==> src/rtl/mir_fetch_stage_if.sv <==
// Fetch-stage bus: ROM port, control inputs from Execute/hazard unit, and the
// Operand-stage microinstruction register outputs.
interface mir_fetch_stage_if #(
  parameter int AW = 8
);
  logic          UC_enable;
  logic [32:0]   rom_data;
  logic [AW-1:0] rom_addr;
  logic          branch_taken;
  logic [AW-1:0] branch_target;
  logic          halt;
  logic [32:0]   MIR_Operand;
  logic [AW-1:0] pc_operand;
  logic          mir_valid;
  logic          stall_timeout;
  logic [7:0]    stall_cycles;

  modport master (
    input  UC_enable, rom_data, branch_taken, branch_target, halt,
    output rom_addr, MIR_Operand, pc_operand, mir_valid, stall_timeout, stall_cycles
  );

  modport slave (
    output UC_enable, rom_data, branch_taken, branch_target, halt,
    input  rom_addr, MIR_Operand, pc_operand, mir_valid, stall_timeout, stall_cycles
  );
endinterface

==> src/rtl/mir_fetch_stage.sv <==
// Microprogram fetch stage: micro-PC, ROM read and the MIR_Operand register,
// with stall hold, branch redirect (one bubble), halt and stall monitoring.
module mir_fetch_stage #(
  parameter int          AW          = 8,
  parameter int          STALL_LIMIT = 16,
  parameter logic [32:0] NOP_MIR     = 33'b000000000100011100011010000000000
) (
  input  logic          clk,
  input  logic          rst_n,
  mir_fetch_stage_if.master bus
);
  localparam int CW = $clog2(STALL_LIMIT + 1);

  typedef enum logic [1:0] {S_INIT, S_RUN, S_HALT} state_e;

  state_e        state, state_nxt;
  logic          do_branch, do_halt, do_stall, do_adv;
  logic [AW-1:0] upc;
  logic [32:0]   mir;
  logic [AW-1:0] pc_op;
  logic          vld;
  logic [CW-1:0] cons;
  logic          tmo;
  logic [7:0]    stc;

  always_ff @(posedge clk or negedge rst_n) begin
    if (!rst_n) state <= S_INIT;
    else        state <= state_nxt;
  end

  always_comb begin
    state_nxt = state;
    unique case (state)
      S_INIT:  state_nxt = S_RUN;
      S_RUN:   if (!bus.branch_taken && bus.halt) state_nxt = S_HALT;
      S_HALT:  state_nxt = S_HALT;
      default: state_nxt = S_INIT;
    endcase
  end

  // Per-edge action decode; priority branch > halt > stall > advance.
  always_comb begin
    do_branch = 1'b0;
    do_halt   = 1'b0;
    do_stall  = 1'b0;
    do_adv    = 1'b0;
    if (state == S_RUN) begin
      if (bus.branch_taken)    do_branch = 1'b1;
      else if (bus.halt)       do_halt   = 1'b1;
      else if (!bus.UC_enable) do_stall  = 1'b1;
      else                     do_adv    = 1'b1;
    end
  end

  always_ff @(posedge clk or negedge rst_n) begin
    if (!rst_n) begin
      upc   <= '0;
      mir   <= NOP_MIR;
      pc_op <= '0;
      vld   <= 1'b0;
    end else if (do_branch) begin
      // A stalled younger instruction is squashed along with the fall-through.
      upc <= bus.branch_target;
      mir <= NOP_MIR;
      vld <= 1'b0;
    end else if (do_halt) begin
      mir <= NOP_MIR;
      vld <= 1'b0;
    end else if (do_adv) begin
      mir   <= bus.rom_data;
      pc_op <= upc;
      vld   <= 1'b1;
      upc   <= upc + AW'(1);
    end
  end

  always_ff @(posedge clk or negedge rst_n) begin
    if (!rst_n) begin
      cons <= '0;
      tmo  <= 1'b0;
      stc  <= '0;
    end else if (do_stall) begin
      if (stc != 8'hFF) stc <= stc + 8'd1;
      if (int'(cons) < STALL_LIMIT) cons <= cons + CW'(1);
      if (int'(cons) + 1 >= STALL_LIMIT) tmo <= 1'b1;
    end else if (do_branch || do_adv) begin
      cons <= '0;
    end
  end

  assign bus.rom_addr      = upc;
  assign bus.MIR_Operand   = mir;
  assign bus.pc_operand    = pc_op;
  assign bus.mir_valid     = vld;
  assign bus.stall_timeout = tmo;
  assign bus.stall_cycles  = stc;
endmodule

==> src/flat_wrapper.sv <==
// flat-port wrapper written by rule: the top's interface ports become plain ports
module mir_fetch_stage_flat 
#(
  parameter int          AW          = 8,
  parameter int          STALL_LIMIT = 16,
  parameter logic [32:0] NOP_MIR     = 33'b000000000100011100011010000000000
)
  (clk, rst_n, bus_UC_enable, bus_rom_data, bus_branch_taken, bus_branch_target, bus_halt, bus_rom_addr, bus_MIR_Operand, bus_pc_operand, bus_mir_valid, bus_stall_timeout, bus_stall_cycles);
  mir_fetch_stage_if #(.AW(AW)) bus_i ();
  input  logic clk;
  input  logic rst_n;
  input wire logic [$bits(bus_i.UC_enable)-1:0] bus_UC_enable;
  input wire logic [$bits(bus_i.rom_data)-1:0] bus_rom_data;
  input wire logic [$bits(bus_i.branch_taken)-1:0] bus_branch_taken;
  input wire logic [$bits(bus_i.branch_target)-1:0] bus_branch_target;
  input wire logic [$bits(bus_i.halt)-1:0] bus_halt;
  output wire logic [$bits(bus_i.rom_addr)-1:0] bus_rom_addr;
  output wire logic [$bits(bus_i.MIR_Operand)-1:0] bus_MIR_Operand;
  output wire logic [$bits(bus_i.pc_operand)-1:0] bus_pc_operand;
  output wire logic [$bits(bus_i.mir_valid)-1:0] bus_mir_valid;
  output wire logic [$bits(bus_i.stall_timeout)-1:0] bus_stall_timeout;
  output wire logic [$bits(bus_i.stall_cycles)-1:0] bus_stall_cycles;
  assign bus_i.UC_enable = bus_UC_enable;
  assign bus_i.rom_data = bus_rom_data;
  assign bus_i.branch_taken = bus_branch_taken;
  assign bus_i.branch_target = bus_branch_target;
  assign bus_i.halt = bus_halt;
  assign bus_rom_addr = bus_i.rom_addr;
  assign bus_MIR_Operand = bus_i.MIR_Operand;
  assign bus_pc_operand = bus_i.pc_operand;
  assign bus_mir_valid = bus_i.mir_valid;
  assign bus_stall_timeout = bus_i.stall_timeout;
  assign bus_stall_cycles = bus_i.stall_cycles;
  mir_fetch_stage #(.AW(AW), .STALL_LIMIT(STALL_LIMIT), .NOP_MIR(NOP_MIR)) u_core (.clk(clk), .rst_n(rst_n), .bus(bus_i));
endmodule
==> config.mk <==
export PLATFORM = sky130hd
export DESIGN_NAME = mir_fetch_stage_flat
export DESIGN_NICKNAME = d
export VERILOG_FILES = /design/src/rtl/mir_fetch_stage_if.sv /design/src/rtl/mir_fetch_stage.sv /design/src/flat_wrapper.sv
export SDC_FILE = /design/constraint.sdc
export NUM_CORES = 1
export LEC_CHECK = 0
export BUFFER_PORTS_ARGS = -buffer_cell sky130_fd_sc_hd__buf_2
export CORE_UTILIZATION = 28
export CTS_BUF_LIST = sky130_fd_sc_hd__clkbuf_2 sky130_fd_sc_hd__clkbuf_4 sky130_fd_sc_hd__clkbuf_8
export DETAILED_ROUTE_END_ITERATION = 16
export PLACE_DENSITY = 0.57
export SETUP_SLACK_MARGIN = 0.4
export SYNTH_ARGS = -nofsm -noshare
export SYNTH_HDL_FRONTEND = slang
export SYNTH_SLANG_ARGS = --single-unit
==> constraint.sdc <==
create_clock -name clk -period 2.13 [get_ports clk]
set_input_delay 0.213 -clock clk [delete_from_list [all_inputs] [get_ports clk]]
set_output_delay 0.213 -clock clk [all_outputs]
set_load 0.05 [all_outputs]
==> results of run 1 <==
-- how the worst max path moves through the flow --
stage,startpoint,to,cells past startpoint,slack (ns)
2_1_floorplan,u_core.bus.stall_cycles[0],u_core.bus.stall_cycles[6],4,0.43
3_3_place_gp,u_core.state[1],u_core.cons[0],6,0.41
3_5_place_dp,u_core.state[1],u_core.cons[0],6,0.37
4_1_cts,u_core.state[1],u_core.bus.stall_cycles[6],5,0.38
5_1_grt,u_core.state[1],u_core.bus.stall_cycles[4],6,0.32
6_report,u_core.state[1],u_core.bus.stall_cycles[4],6,0.39
-- metal layers --
| metal | vias up | GRT usage [%] | share of wire, % | routed length [um] |
|---|---|---|---|---|
| li1 | 1091 | - | - | - |
| met1 | 1078 | 15.8 | 46 | 3020 |
| met2 | 70 | 19.8 | 45 | 2980 |
| met3 | 11 | 5.15 | 7.2 | 472 |
| met4 | 0 | 4.88 | 1.4 | 93 |
| met5 | - | 0 | 0 | 0 |
-- cell families after synthesis --
kind of cell	Yosys count	synth area share [%]
and+or+nand+nor	54	11.0
buffers and inverters	14	2.28
adders and majority gates	6	2.63
DFF	66	58.1
xor gates and xnor gates	4	1.23
AOI/OAI and AO/OA	73	18.6
muxes	16	6.18
-- power by group --
group | switching [mW] | internal, mW | total [mW]
Combinational | 2.45 | 0.925 | 3.38
Clock | 0.457 | 0.744 | 1.20
Sequential | 0.376 | 1.82 | 2.19
-- cells in the mapped netlist, drive strengths merged --
cell | number | share of area, %
nand4 | 6 | 1.3
o22ai | 3 | 0.66
nor4b | 2 | 1.4
xnor2 | 4 | 1.2
mux2i | 3 | 1.1
o31a | 1 | 0.31
a2bb2oi | 2 | 0.61
and3 | 2 | 0.44
o22a | 7 | 2.1
mux2 | 13 | 5.1
a32o | 1 | 0.35
dfrtp | 59 | 52
ha | 6 | 2.6
o31ai | 1 | 0.44
buf | 6 | 1.2
clkbuf | 4 | 0.53
nor2 | 6 | 1.1
or4b | 1 | 0.48
nand3 | 6 | 1.1
o21bai | 1 | 0.26
a21oi | 14 | 2.6
o21a | 2 | 0.53
nand2 | 19 | 2.5
a22o | 26 | 8.0
dfstp | 7 | 6.4
nor3 | 1 | 0.18
nor2b | 2 | 0.44
o211ai | 1 | 0.26
inv | 4 | 0.53
o21ai | 13 | 2.3
a31oi | 1 | 0.22
and4 | 2 | 0.61
nand2b | 7 | 1.5
-- timing repair --
action,CTS,global route
hold buffers,1,0
buffers inserted,0,2
pin swaps,2,1
endpoints found under the setup margin,3,10
resized for setup,1,8
hold endpoints to repair,59,0
-- metrics by stage --
step                hold WS (ns)  setup slack [ns]  utilization, %  cell area [sq um]
floorplan                -0.0826             0.426               -               2870
global placement           0.262             0.414            36.4               3570
detailed placement         0.267             0.374            36.4               3570
CTS                       0.0520             0.379            38.8               3810
global route              0.0625             0.316            39.3               3860
finish                    0.0815             0.393            39.3               3860
-- registers in the layout, summed over array words and instances, names as in the netlist --
| name | flops |
|---|---|
| u_core.bus.mir_valid | 1 |
| u_core.state | 2 |
| u_core.bus.stall_timeout | 1 |
| u_core.bus.stall_cycles | 8 |
| u_core.bus.pc_operand | 8 |
| u_core.cons | 5 |
| u_core.bus.rom_addr | 8 |
| u_core.bus.MIR_Operand | 33 |
-- cell type report --
type	count	area (sq um)
well taps	133	166
flip-flops and latches	66	1660
repair buffers	112	596
fillers	1024	5960
inverters	4	15.0
multi-input cells	153	1190
clock inverters	2	60.1
clock buffers	13	166
-- worst max-delay path, stage by stage (launching register included) --
cell and delay, ns:
sky130_fd_sc_hd__dfrtp_1 0.37, sky130_fd_sc_hd__inv_2 0.09, sky130_fd_sc_hd__ha_4 0.16, sky130_fd_sc_hd__or4b_4 0.54
sky130_fd_sc_hd__a21oi_1 0.19, sky130_fd_sc_hd__nand4_1 0.13, sky130_fd_sc_hd__xnor2_1 0.14
==> impl_results.rst, run 1 <==
.. list-table::
   :header-rows: 1

   * - Metric
     - Value
   * - Global routing usage summed across all routing layers
     - between 10 and 15%
   * - Maximum capacitance violations
     - 0
   * - Arrival @ worst endpoint
     - 1.96 ns
   * - Register area share after synthesis
     - 58.1%
   * - Number of warnings reported in the yosys synthesis log
     - 0
   * - Synth Area per Inst
     - 12.3 sq um
   * - Total number of H-tree levels
     - 3
   * - Synth Net Count
     - 285
   * - Relative area change from synthesis to final layout
     - 35.0%
   * - Commonest cells after routing, fill and taps aside
     - sky130_fd_sc_hd__buf_2, sky130_fd_sc_hd__dfrtp_1, sky130_fd_sc_hd__a22o_1, sky130_fd_sc_hd__nand2_1, sky130_fd_sc_hd__a21oi_1
   * - PwrDens
     - between 1500 and 2000 mW/mm^2
   * - Slew at the pin closest to its max-slew limit
     - 1.05 ns
   * - Final Power
     - 6.77 mW
   * - RR Endpoint
     - u_core.bus.stall_cycles[4]
   * - Die width
     - 103 um
   * - Number of buffers inserted by port buffering
     - 104
   * - Total number of clock tree sinks
     - 66
   * - Worst vdd ir
     - between 0.8 and 0.9 mV
   * - Worst path required time
     - 2.35 ns
   * - Antenna Cells
     - 0
   * - Setup repair after global routing missed its margin
     - yes
   * - Maximum clock frequency
     - 576 MHz
   * - Run status
     - completed
   * - Endpoint type of the worst setup path
     - flip-flop
   * - Post-DP HPWL
     - around 4.5 mm
   * - Total Die Area
     - approximately 0.011 sq mm
   * - Setup Crit Path Kind
     - reg -> reg
   * - Worst skew pair latency
     - 0.34 ns
   * - Layout cell share with drive strength beyond 1
     - 45.4%
   * - Number of antenna violations at the first check in global routing
     - 0
   * - First-pass GRT wire length
     - 10.1 mm
   * - R2r worst-path depth
     - 6
   * - Min-Delay Endpoint
     - u_core.bus.MIR_Operand[8]
   * - CP max FO
     - 6
   * - Core region area
     - 0.00982 sq mm
   * - Final setup fails
     - 0
   * - Buffer depth of the longest clock path
     - 2
   * - Launch point of the worst reg-to-reg path
     - u_core.state[1]
   * - Count of state elements after synthesis
     - 66
   * - Row count
     - 36
   * - Post-Syn Instances
     - 233
   * - Largest net degree at the start of global routing
     - between 60 and 70
   * - Count of distinct cell types in the synthesized netlist
     - 38
   * - Number of primary I/O pins
     - between 100 and 150
   * - Time the final worst path needs with I/O delays and setup
     - about 1.7 ns
   * - Endpoints failing hold
     - 0
   * - Most common cell after layout, fill and taps aside
     - sky130_fd_sc_hd__buf_2
   * - Worst Hold Launch
     - bus_rom_data[8]
   * - Routed vias/inst
     - 4.66
   * - Number of vias after detailed routing
     - 2,250
   * - Total global routing overflow
     - 0
   * - Setup TNS
     - 0 ns
   * - Chip Height
     - 103 um
   * - DR iter-0 viols
     - 77
   * - P_leak
     - roughly 1.9 nW
   * - CTS tree
     - yes
   * - Vias in the first global route
     - between 2,000 and 2,500
   * - Wire length per cell
     - 13.6 um
   * - Number of detailed-routing iterations run before antenna repair
     - 4
   * - Initial core utilization
     - 29.1%
   * - Worst Hold Depth
     - 2
   * - Worst hold path class
     - in -> reg
   * - Root buffer cell
     - sky130_fd_sc_hd__clkbuf_8
   * - Total wire length after detailed routing
     - 6.57 mm
   * - Cts bufs inserted
     - 9
   * - Antenna Nets Post-Route
     - 0
   * - Worst Clk Skew
     - 0.00845 ns
   * - Worst setup slack for register-to-register paths
     - 0.39 ns
   * - Final cell count without fillers
     - about 480
   * - Routability congestion estimate
     - 0.762
   * - Nature of the critical path startpoint
     - flip-flop
   * - Portion of the clock cycle consumed by the worst path in the final layout
     - 81.5%
   * - DRC violation count after routing
     - 0
   * - Cell Area, Synth
     - 0.00286 sq mm
   * - Placed cell count
     - 465
   * - Number of nets in the final layout
     - 398
   * - CTS clock-pin slew for the worst setup and hold paths
     - 0.07 ns
   * - Final slew viol count
     - 0
   * - Relative slew slack
     - 30.1%
No activity file was read; power rests on OpenSTA's default activity.
==> run 2, diff against run 1 <==
--- a/config.mk
+++ b/config.mk
@@ -5,11 +5,12 @@
 export SDC_FILE = /design/constraint.sdc
 export NUM_CORES = 1
 export LEC_CHECK = 0
+export ABC_AREA = 1
 export BUFFER_PORTS_ARGS = -buffer_cell sky130_fd_sc_hd__buf_2
 export CORE_UTILIZATION = 28
 export CTS_BUF_LIST = sky130_fd_sc_hd__clkbuf_2 sky130_fd_sc_hd__clkbuf_4 sky130_fd_sc_hd__clkbuf_8
 export DETAILED_ROUTE_END_ITERATION = 16
-export PLACE_DENSITY = 0.57
+export PLACE_DENSITY = 0.56
 export SETUP_SLACK_MARGIN = 0.4
 export SYNTH_ARGS = -nofsm -noshare
 export SYNTH_HDL_FRONTEND = slang
==> constraint.sdc (replaced) <==
create_clock -name clk -period 1.7 [get_ports clk]
set_input_delay 0.17 -clock clk [delete_from_list [all_inputs] [get_ports clk]]
set_output_delay 0.17 -clock clk [all_outputs]
set_load 0.05 [all_outputs]
==> run 2 against run 1 <==
  * Register-to-register slack worse by 0.08 ns
  * Power is 36% higher
  * Sequential share of layout area is 6.6 points lower
  * Clock power is 23% higher
  * Setup slack worse by 0.077 ns
  * Largest cell class unchanged
  * Global-route usage is 2.2 points higher
  * Hold slack worse by 0.042 ns
  * Synthesized cell count is 62% higher
  * Wire length is 30% higher
  * First-iteration DRC count is 130% higher
==> impl_results.rst, run 2 <==
.. list-table::
   :header-rows: 1

   * - Metric
     - Value
   * - Delay of the slowest critical-path stage
     - 0.46 ns (-0.08 ns)
   * - Dominant cell by count in the synthesized netlist
     - sky130_fd_sc_hd__nand2_1
   * - Minimum hold slack
     - 0.0398 ns (-0.0417 ns)
   * - Most congested layer reported by global routing
     - met2
   * - Worst path required time
     - 1.94 ns (-0.41 ns)
   * - Worst skew pair latency
     - 0.35 ns (about the same)
   * - Combined area of the multi-input logic cells
     - 0.00156 sq mm (+31%)
   * - Cts bufs inserted
     - 9 (unchanged)
   * - Relative slew slack
     - 67.0% (+37 points)
   * - Number of primary I/O pins
     - 105 (unchanged)
   * - Largest net degree at the start of global routing
     - 45 (-33%)
   * - Crit path cell chain
     - ha_4 > nand2_2 > inv_2 > nand2_4 > nand2_8 > buf_8 > a21oi_1 > a21oi_1
   * - Total global routing overflow
     - 0 (unchanged)
   * - Final setup fails
     - 0 (unchanged)
   * - Launch point of the worst reg-to-reg path
     - u_core.state[0]
   * - Number of antenna violations at the first check in global routing
     - 0 (unchanged)
   * - Register area share after synthesis
     - 52.5% (-5.7 points)
   * - Worst setup slack for register-to-register paths
     - 0.32 ns (-0.08 ns)
   * - Number of warnings reported in the yosys synthesis log
     - 0 (unchanged)
   * - Worst hold path class
     - in -> reg
   * - Min-Delay Endpoint
     - u_core.bus.MIR_Operand[12]
   * - CP max FO
     - 7 (+1)
   * - RR Endpoint
     - u_core.bus.rom_addr[2]
   * - Number of detailed-routing iterations run before antenna repair
     - 4 (unchanged)
   * - Chip Height
     - 108 um (+5.2%)
   * - Storage cell area
     - 0.00167 sq mm (+0.83%)
   * - Run status
     - completed
   * - Routability congestion estimate
     - 0.799 (+4.9%)
   * - First-pass GRT wire length
     - 13.4 mm (+33%)
   * - Vias in the first global route
     - 2,801 (+32%)
   * - Buffer depth of the longest clock path
     - 2 (unchanged)
   * - CTS clock-pin slew for the worst setup and hold paths
     - 0.08 ns (about the same)
   * - GR Layer Usage met3
     - 4.94% (-0.21 points)
   * - CTS tree
     - yes
   * - Arrival @ worst endpoint
     - 1.63 ns (-0.33 ns)
   * - Routed vias/inst
     - 4.61 (-1.0%)
   * - Time the final worst path needs with I/O delays and setup
     - 1.38 ns (-0.353 ns)
   * - Worst vdd ir
     - 0.919 mV (+5.3%)
   * - Number of fill cells in the layout
     - 1,111 (+8.5%)
   * - Synth Net Count
     - 430 (+51%)
   * - Total number of H-tree levels
     - 3 (unchanged)
   * - Core region area
     - 0.0109 sq mm (+11%)
   * - Number of vias after detailed routing
     - 2,993 (+33%)
   * - Antenna Cells
     - 0 (unchanged)
   * - Share of the synthesized area in the top cell type
     - 46.6% (-5.0 points)
   * - Post-DP HPWL
     - 5.81 mm (+29%)
   * - Die width
     - 108 um (+5.2%)
   * - Slew at the pin closest to its max-slew limit
     - 0.494 ns (-0.555 ns)
   * - Number of flip-flops in the largest register
     - 33 (unchanged)
   * - Cell type with the highest aggregate area in the netlist
     - sky130_fd_sc_hd__dfrtp_1
   * - DR iter-0 viols
     - 177 (+130%)
   * - Most numerous cell types in the synthesized netlist
     - sky130_fd_sc_hd__nand2_1, sky130_fd_sc_hd__dfrtp_1, sky130_fd_sc_hd__nand3_1, sky130_fd_sc_hd__o21ai_0, sky130_fd_sc_hd__nor2_1
   * - Layout cell share with drive strength beyond 1
     - 42.0% (-3.4 points)
   * - Number of buffers inserted by port buffering
     - 104 (unchanged)
   * - Synth Area per Inst
     - 8.37 sq um (-32%)
   * - Relative area change from synthesis to final layout
     - 45.3%
   * - Setup TNS
     - 0 ns (unchanged)
   * - Root buffer cell
     - sky130_fd_sc_hd__clkbuf_8
   * - Post-Syn Instances
     - 378 (+62%)
   * - Endpoints failing hold
     - 0 (unchanged)
   * - Total Die Area
     - 0.0117 sq mm (+11%)
   * - Endpoint type of the worst setup path
     - flip-flop
   * - Maximum clock frequency
     - 723 MHz (+26%)
   * - Commonest cells after routing, fill and taps aside
     - sky130_fd_sc_hd__nand2_1, sky130_fd_sc_hd__buf_2, sky130_fd_sc_hd__dfrtp_1, sky130_fd_sc_hd__nand3_1, sky130_fd_sc_hd__o21ai_0
   * - Portion of the clock cycle consumed by the worst path in the final layout
     - 81.4% (-0.16 points)
   * - Worst Hold Depth
     - 3 (+1)
   * - GR Util met2
     - 23.9% (+4.1 points)
   * - Initial core utilization
     - 28.9% (-0.14 points)
   * - Worst Clk Skew
     - 0.00478 ns (-0.00367 ns)
   * - Met1 usage
     - 18.8% (+2.9 points)
   * - Count of flip-flops with a built-in enable after synthesis
     - 0 (unchanged)
   * - Antenna Nets Post-Route
     - 0 (unchanged)
   * - Global routing usage summed across all routing layers
     - 14.9% (+2.2 points)
   * - Main area contributors after synthesis
     - sky130_fd_sc_hd__dfrtp_1, sky130_fd_sc_hd__nand2_1, sky130_fd_sc_hd__nand3_1
   * - Worst Hold Launch
     - bus_rom_data[12]
   * - Count of state elements after synthesis
     - 66 (unchanged)
   * - PwrDens
     - 2000 mW/mm^2 (+14%)
   * - Final slew viol count
     - 0 (unchanged)
   * - R2r worst-path depth
     - 8 (+2)
   * - Flip-flop cell with the highest count after synthesis
     - sky130_fd_sc_hd__dfrtp_1
   * - Async set-reset flop share out of synthesis
     - 100% (unchanged)
   * - Wire length per cell
     - 13.1 um (-3.4%)
   * - Setup repair after global routing missed its margin
     - yes
   * - Nature of the critical path startpoint
     - flip-flop
   * - Slowest cell on crit path
     - sky130_fd_sc_hd__dfrtp_2
   * - Total wire length after detailed routing
     - 8.53 mm (+30%)
   * - P_leak
     - 2.41 nW (+27%)
   * - Cell Area, Synth
     - 0.00317 sq mm (+11%)
   * - Total number of clock tree sinks
     - 66 (unchanged)
   * - Number of nets in the final layout
     - 556 (+40%)
   * - DRC violation count after routing
     - 0 (unchanged)
   * - Worst path most repeated cell
     - sky130_fd_sc_hd__a21oi_1
   * - Setup Crit Path Kind
     - reg -> reg
   * - Most common cell after layout, fill and taps aside
     - sky130_fd_sc_hd__nand2_1
   * - Maximum capacitance violations
     - 0 (unchanged)
   * - Count of distinct cell types in the synthesized netlist
     - 30 (-21%)
   * - Row count
     - 38 (+5.6%)
==> run 2: cell count changes after synthesis, moves of 4 or more <==
cell,change
sky130_fd_sc_hd__inv_1,+22
sky130_fd_sc_hd__nand2b_1,-7
sky130_fd_sc_hd__nand2_1,+91
sky130_fd_sc_hd__buf_2,+5
sky130_fd_sc_hd__o21ai_1,+4
sky130_fd_sc_hd__o21ai_0,+24
sky130_fd_sc_hd__mux2_2,-10
sky130_fd_sc_hd__o22a_1,-7
sky130_fd_sc_hd__nand2_2,+5
sky130_fd_sc_hd__a22o_1,-26
sky130_fd_sc_hd__nor2_1,+25
sky130_fd_sc_hd__nand3_1,+41
==> run 2: worst max-delay path by stage <==
stage	from	to	slack, ns
2_1_floorplan	u_core.bus.stall_cycles[1]	u_core.bus.stall_cycles[4]	0.23
3_3_place_gp	u_core.state[1]	u_core.bus.stall_cycles[1]	0.12
3_5_place_dp	u_core.state[1]	u_core.bus.stall_cycles[1]	0.08
4_1_cts	u_core.state[1]	u_core.bus.rom_addr[0]	0.33
5_1_grt	u_core.state[1]	u_core.bus.rom_addr[0]	0.26
6_report	u_core.state[0]	u_core.bus.rom_addr[2]	0.32
==> run 2: repair_timing <==
| item | 4_1_cts | 5_1_grt |
|---|---|---|
| gates resized for setup | 46 | 37 |
| hold buffers | 1 | 0 |
| endpoints found under the setup margin | 69 | 70 |
| pin swaps | 13 | 15 |
| endpoints found under the hold margin | 59 | 0 |
| cloned | 1 | 2 |
| setup buffers | 7 | 8 |
==> run 2: cell families after synthesis <==
family                   Yosys count  synth area share, %
flip-flops                        66                 52.5
buffers and inverters             44                 6.40
AND/OR/NAND/NOR                  200                 27.2
adder cells (fa/ha/maj)            6                 2.37
AO/OA/AOI/OAI                     55                 9.37
XOR/XNOR                           4                 1.11
multiplexers                       3                 1.07
==> run 2: through the flow <==
step	util [%]	power, mW	area [sq um]	std cells	setup WS [ns]
after detailed placement	35.8	7.22	3920	614	0.0767
after global placement	35.8	7.12	3920	614	0.119
after floorplan	-	6.17	3270	378	0.226
final	42.0	9.22	4600	649	0.317
after global routing	42.0	9.81	4600	649	0.257
after CTS	40.2	9.06	4390	639	0.326
==> run 2: final cells by class <==
cell class	count	area share, %
Inverter	28	2.67
Multi-Input combinational cell	269	34.0
Clock inverter	7	2.04
Clock buffer	9	2.69
Sequential cell	66	36.4
Timing Repair Buffer	130	18.4
Tap cell	140	3.81
==> run 2: layer usage <==
layer	share of wire, %	vias to the layer above
li1	-	1476
met1	45	1423
met2	48	83
met3	6.2	11
met4	1.4	0
met5	0	-
==> run 2: power breakdown <==
| group | switching [mW] | leakage, nW | internal [mW] |
|---|---|---|---|
| logic | 3.47 | 1.49 | 1.49 |
| registers | 0.499 | 0.817 | 2.28 |
| clock network | 0.653 | 0.105 | 0.822 |
==> run 2: critical path, delay by kind of cell, from the launching register on <==
kind	cells	cell delay, ns
buffers and inverters	2	0.18
and+or+nand+nor	3	0.26
AOI/OAI and AO/OA	2	0.17
DFF	1	0.46
adders and majority gates	1	0.19
==> run 3, diff against run 2 <==
==> constraint.sdc (replaced) <==
create_clock -name clk -period 1.37 [get_ports clk]
set_input_delay 0.137 -clock clk [delete_from_list [all_inputs] [get_ports clk]]
set_output_delay 0.137 -clock clk [all_outputs]
set_load 0.05 [all_outputs]
==> run 3 against run 2 <==
  * The flow now finishes with violations (negative setup slack)
  * Largest power group unchanged
  * Final cell count is 8.5% higher
  * Sequential power rose by 30%
  * Power up 57%
  * Register-to-register slack got worse by 0.38 ns
  * Setup slack worse by 0.38 ns
  * Maximum frequency fell by 3.3%
==> impl_results.rst, run 3 (synthesis gave the netlist of run 2 again) <==
.. list-table::
   :header-rows: 1

   * - Metric
     - Value
   * - Number of primary I/O pins
     - 105 (unchanged)
   * - Worst Clk Skew
     - 0.00383 ns (-0.000951 ns)
   * - Root buffer cell
     - sky130_fd_sc_hd__clkbuf_8
   * - Buffer depth of the longest clock path
     - 2 (unchanged)
   * - Largest net degree at the start of global routing
     - 67 (+49%)
   * - CTS clock-pin slew for the worst setup and hold paths
     - 0.08 ns (about the same)
   * - Post-route cell area
     - 0.00586 sq mm (+28%)
   * - Relative area change from synthesis to final layout
     - 85.2%
   * - Routed vias/inst
     - 4.53 (-1.7%)
   * - Relative slew slack
     - 54.9% (-12 points)
   * - Setup slack after layout
     - -0.0607 ns (-0.377 ns)
   * - Antenna Cells
     - 0 (unchanged)
   * - Routability congestion estimate
     - 0.754 (-5.7%)
   * - Arrival @ worst endpoint
     - 1.70 ns (+0.07 ns)
   * - RR Endpoint
     - u_core.bus.rom_addr[3]
   * - Total number of H-tree levels
     - 3 (unchanged)
   * - Setup Crit Path Kind
     - reg -> reg
   * - Slew at the pin closest to its max-slew limit
     - 0.676 ns (+0.182 ns)
   * - Chip Height
     - 108 um (unchanged)
   * - Cts bufs inserted
     - 9 (unchanged)
   * - Layout cell share with drive strength beyond 1
     - 60.5% (+18 points)
   * - Launch point of the worst reg-to-reg path
     - u_core.state[1]
   * - Number of nets in the final layout
     - 611 (+9.9%)
   * - PwrDens
     - 2480 mW/mm^2 (+23%)
   * - CP max FO
     - 7 (unchanged)
   * - Portion of the clock cycle consumed by the worst path in the final layout
     - 104% (+23 points)
   * - Commonest cells after routing, fill and taps aside
     - sky130_fd_sc_hd__nand2_1, sky130_fd_sc_hd__buf_4, sky130_fd_sc_hd__buf_6, sky130_fd_sc_hd__buf_2, sky130_fd_sc_hd__dfrtp_1
   * - Maximum clock frequency
     - 699 MHz (-3.3%)
   * - Nature of the critical path startpoint
     - flip-flop
   * - Vias in the first global route
     - 3,046 (+8.7%)
   * - Most common cell after layout, fill and taps aside
     - sky130_fd_sc_hd__nand2_1
   * - Wire length per cell
     - 13.7 um (+4.5%)
   * - P_leak
     - 2.93 nW (+22%)
   * - Cell area after placement
     - 0.00430 sq mm (+9.7%)
   * - Total wire length after detailed routing
     - 9.67 mm (+13%)
   * - CTS tree
     - yes
   * - Total Die Area
     - 0.0117 sq mm (unchanged)
   * - Initial core utilization
     - 28.9% (unchanged)
   * - Endpoint type of the worst setup path
     - flip-flop
   * - Worst path required time
     - 1.64 ns (-0.30 ns)
   * - Post-DP HPWL
     - 5.85 mm (+0.74%)
   * - DRC violation count after routing
     - 0 (unchanged)
   * - Core region area
     - 0.0109 sq mm (unchanged)
   * - Source of the critical timing path
     - u_core.state[1]
   * - End point of the critical path
     - u_core.bus.rom_addr[3]
   * - Setup repair after global routing missed its margin
     - yes
   * - Row count
     - 38 (unchanged)
   * - Final Power
     - 14.5 mW (+57%)
   * - Worst setup slack for register-to-register paths
     - -0.06 ns (-0.38 ns)
   * - Final slew viol count
     - 0 (unchanged)
   * - R2r worst-path depth
     - 11 (+3)
   * - Number of buffers inserted by port buffering
     - 104 (unchanged)
   * - Worst hold path class
     - in -> reg
   * - Antenna Nets Post-Route
     - 0 (unchanged)
   * - Failing checks
     - negative setup slack
   * - Number of flip-flops in the largest register
     - 33 (unchanged)
   * - Time the final worst path needs with I/O delays and setup
     - 1.43 ns (+0.0472 ns)
   * - Worst skew pair latency
     - 0.35 ns (about the same)
   * - Number of antenna violations at the first check in global routing
     - 0 (unchanged)
   * - Maximum capacitance violations
     - 0 (unchanged)
   * - Total number of clock tree sinks
     - 66 (unchanged)
   * - Global routing usage summed across all routing layers
     - 15.9% (+0.99 points)
   * - Endpoints failing hold
     - 0 (unchanged)
   * - Total global routing overflow
     - 0 (unchanged)
   * - First-pass GRT wire length
     - 14.4 mm (+7.2%)
   * - Number of detailed-routing iterations run before antenna repair
     - 5 (+1)
   * - Number of vias after detailed routing
     - 3,190 (+6.6%)
   * - Worst vdd ir
     - 1.48 mV (+61%)
   * - Die width
     - 108 um (unchanged)
   * - Final setup fails
     - 21 (+21)
   * - Final core area utilization
     - 53.6% (+12 points)
   * - DR iter-0 viols
     - 119 (-33%)
   * - Run status
     - finished with violations
==> run 3: what timing repair did <==
| action | CTS | global route |
|---|---|---|
| hold endpoints to repair | 62 | 0 |
| gates resized for setup | 185 | 64 |
| setup endpoints to repair | 125 | 125 |
| setup buffers | 32 | 23 |
| cloned | 3 | 2 |
| pin swaps | 9 | 13 |
| hold buffers | 4 | 0 |
==> run 3: routing by layer <==
layer  vias to the layer above  wire, um  track usage (%)
met2                        77      5000             26.6
met5                         -         0                0
li1                       1596         -                -
met1                      1507      4030             19.1
met4                         0       123             5.89
met3                        10       526             5.06
==> run 3: layout make-up <==
class                   count  area [sq um]
clock buffers               9           124
flip-flops and latches     66          1680
multi-input cells         269          1890
clock inverters             7          93.8
inverters                  28           124
repair buffers            184          1770
well taps                 140           175
repair inverters            1          11.3
fillers                   965          5070
==> run 3: power by group <==
group	switching, mW	internal (mW)
combinational	5.12	3.96
clock	0.814	1.02
sequential	0.769	2.84
total	6.70	7.82
==> run 3: through the flow <==
step / std cells / setup WS, ns / TNS [ns] / hold slack (ns)
after CTS: 679 / -0.0222 / -0.396 / 0.00209
after detailed placement: 624 / -0.0101 / -0.0405 / 0.193
after floorplan: 378 / -0.104 / -0.645 / -0.159
after global placement: 624 / 0.0232 / 0 / 0.191
after global routing: 704 / -0.130 / -4.06 / 0.00467
final: 704 / -0.0607 / -0.438 / 0.0195
==> run 3: worst min path at each step <==
| stage | to | slack, ns | cells after the start | from |
|---|---|---|---|---|
| 2_1_floorplan | u_core.bus.MIR_Operand[0] | -0.16 | 0 | rst_n |
| 3_3_place_gp | u_core.bus.pc_operand[5] | 0.19 | 2 | rst_n |
| 3_5_place_dp | u_core.bus.MIR_Operand[3] | 0.19 | 2 | rst_n |
| 4_1_cts | u_core.bus.MIR_Operand[19] | 0.002 | 3 | bus_rom_data[19] |
| 5_1_grt | u_core.bus.MIR_Operand[30] | 0.005 | 3 | bus_rom_data[30] |
| 6_report | u_core.bus.MIR_Operand[19] | 0.02 | 3 | bus_rom_data[19] |
==> run 3: critical path, cell delays in order (launching register included) <==
cell and delay [ns]:
sky130_fd_sc_hd__dfrtp_1 0.38, sky130_fd_sc_hd__inv_2 0.13, sky130_fd_sc_hd__ha_4 0.18, sky130_fd_sc_hd__nand2_2 0.05, sky130_fd_sc_hd__inv_2 0.06, sky130_fd_sc_hd__nand2_4 0.07
sky130_fd_sc_hd__nand2_8 0.08, sky130_fd_sc_hd__buf_12 0.14, sky130_fd_sc_hd__inv_16 0.05, sky130_fd_sc_hd__nor2_2 0.06, sky130_fd_sc_hd__nand2_1 0.06, sky130_fd_sc_hd__o21ai_1 0.08
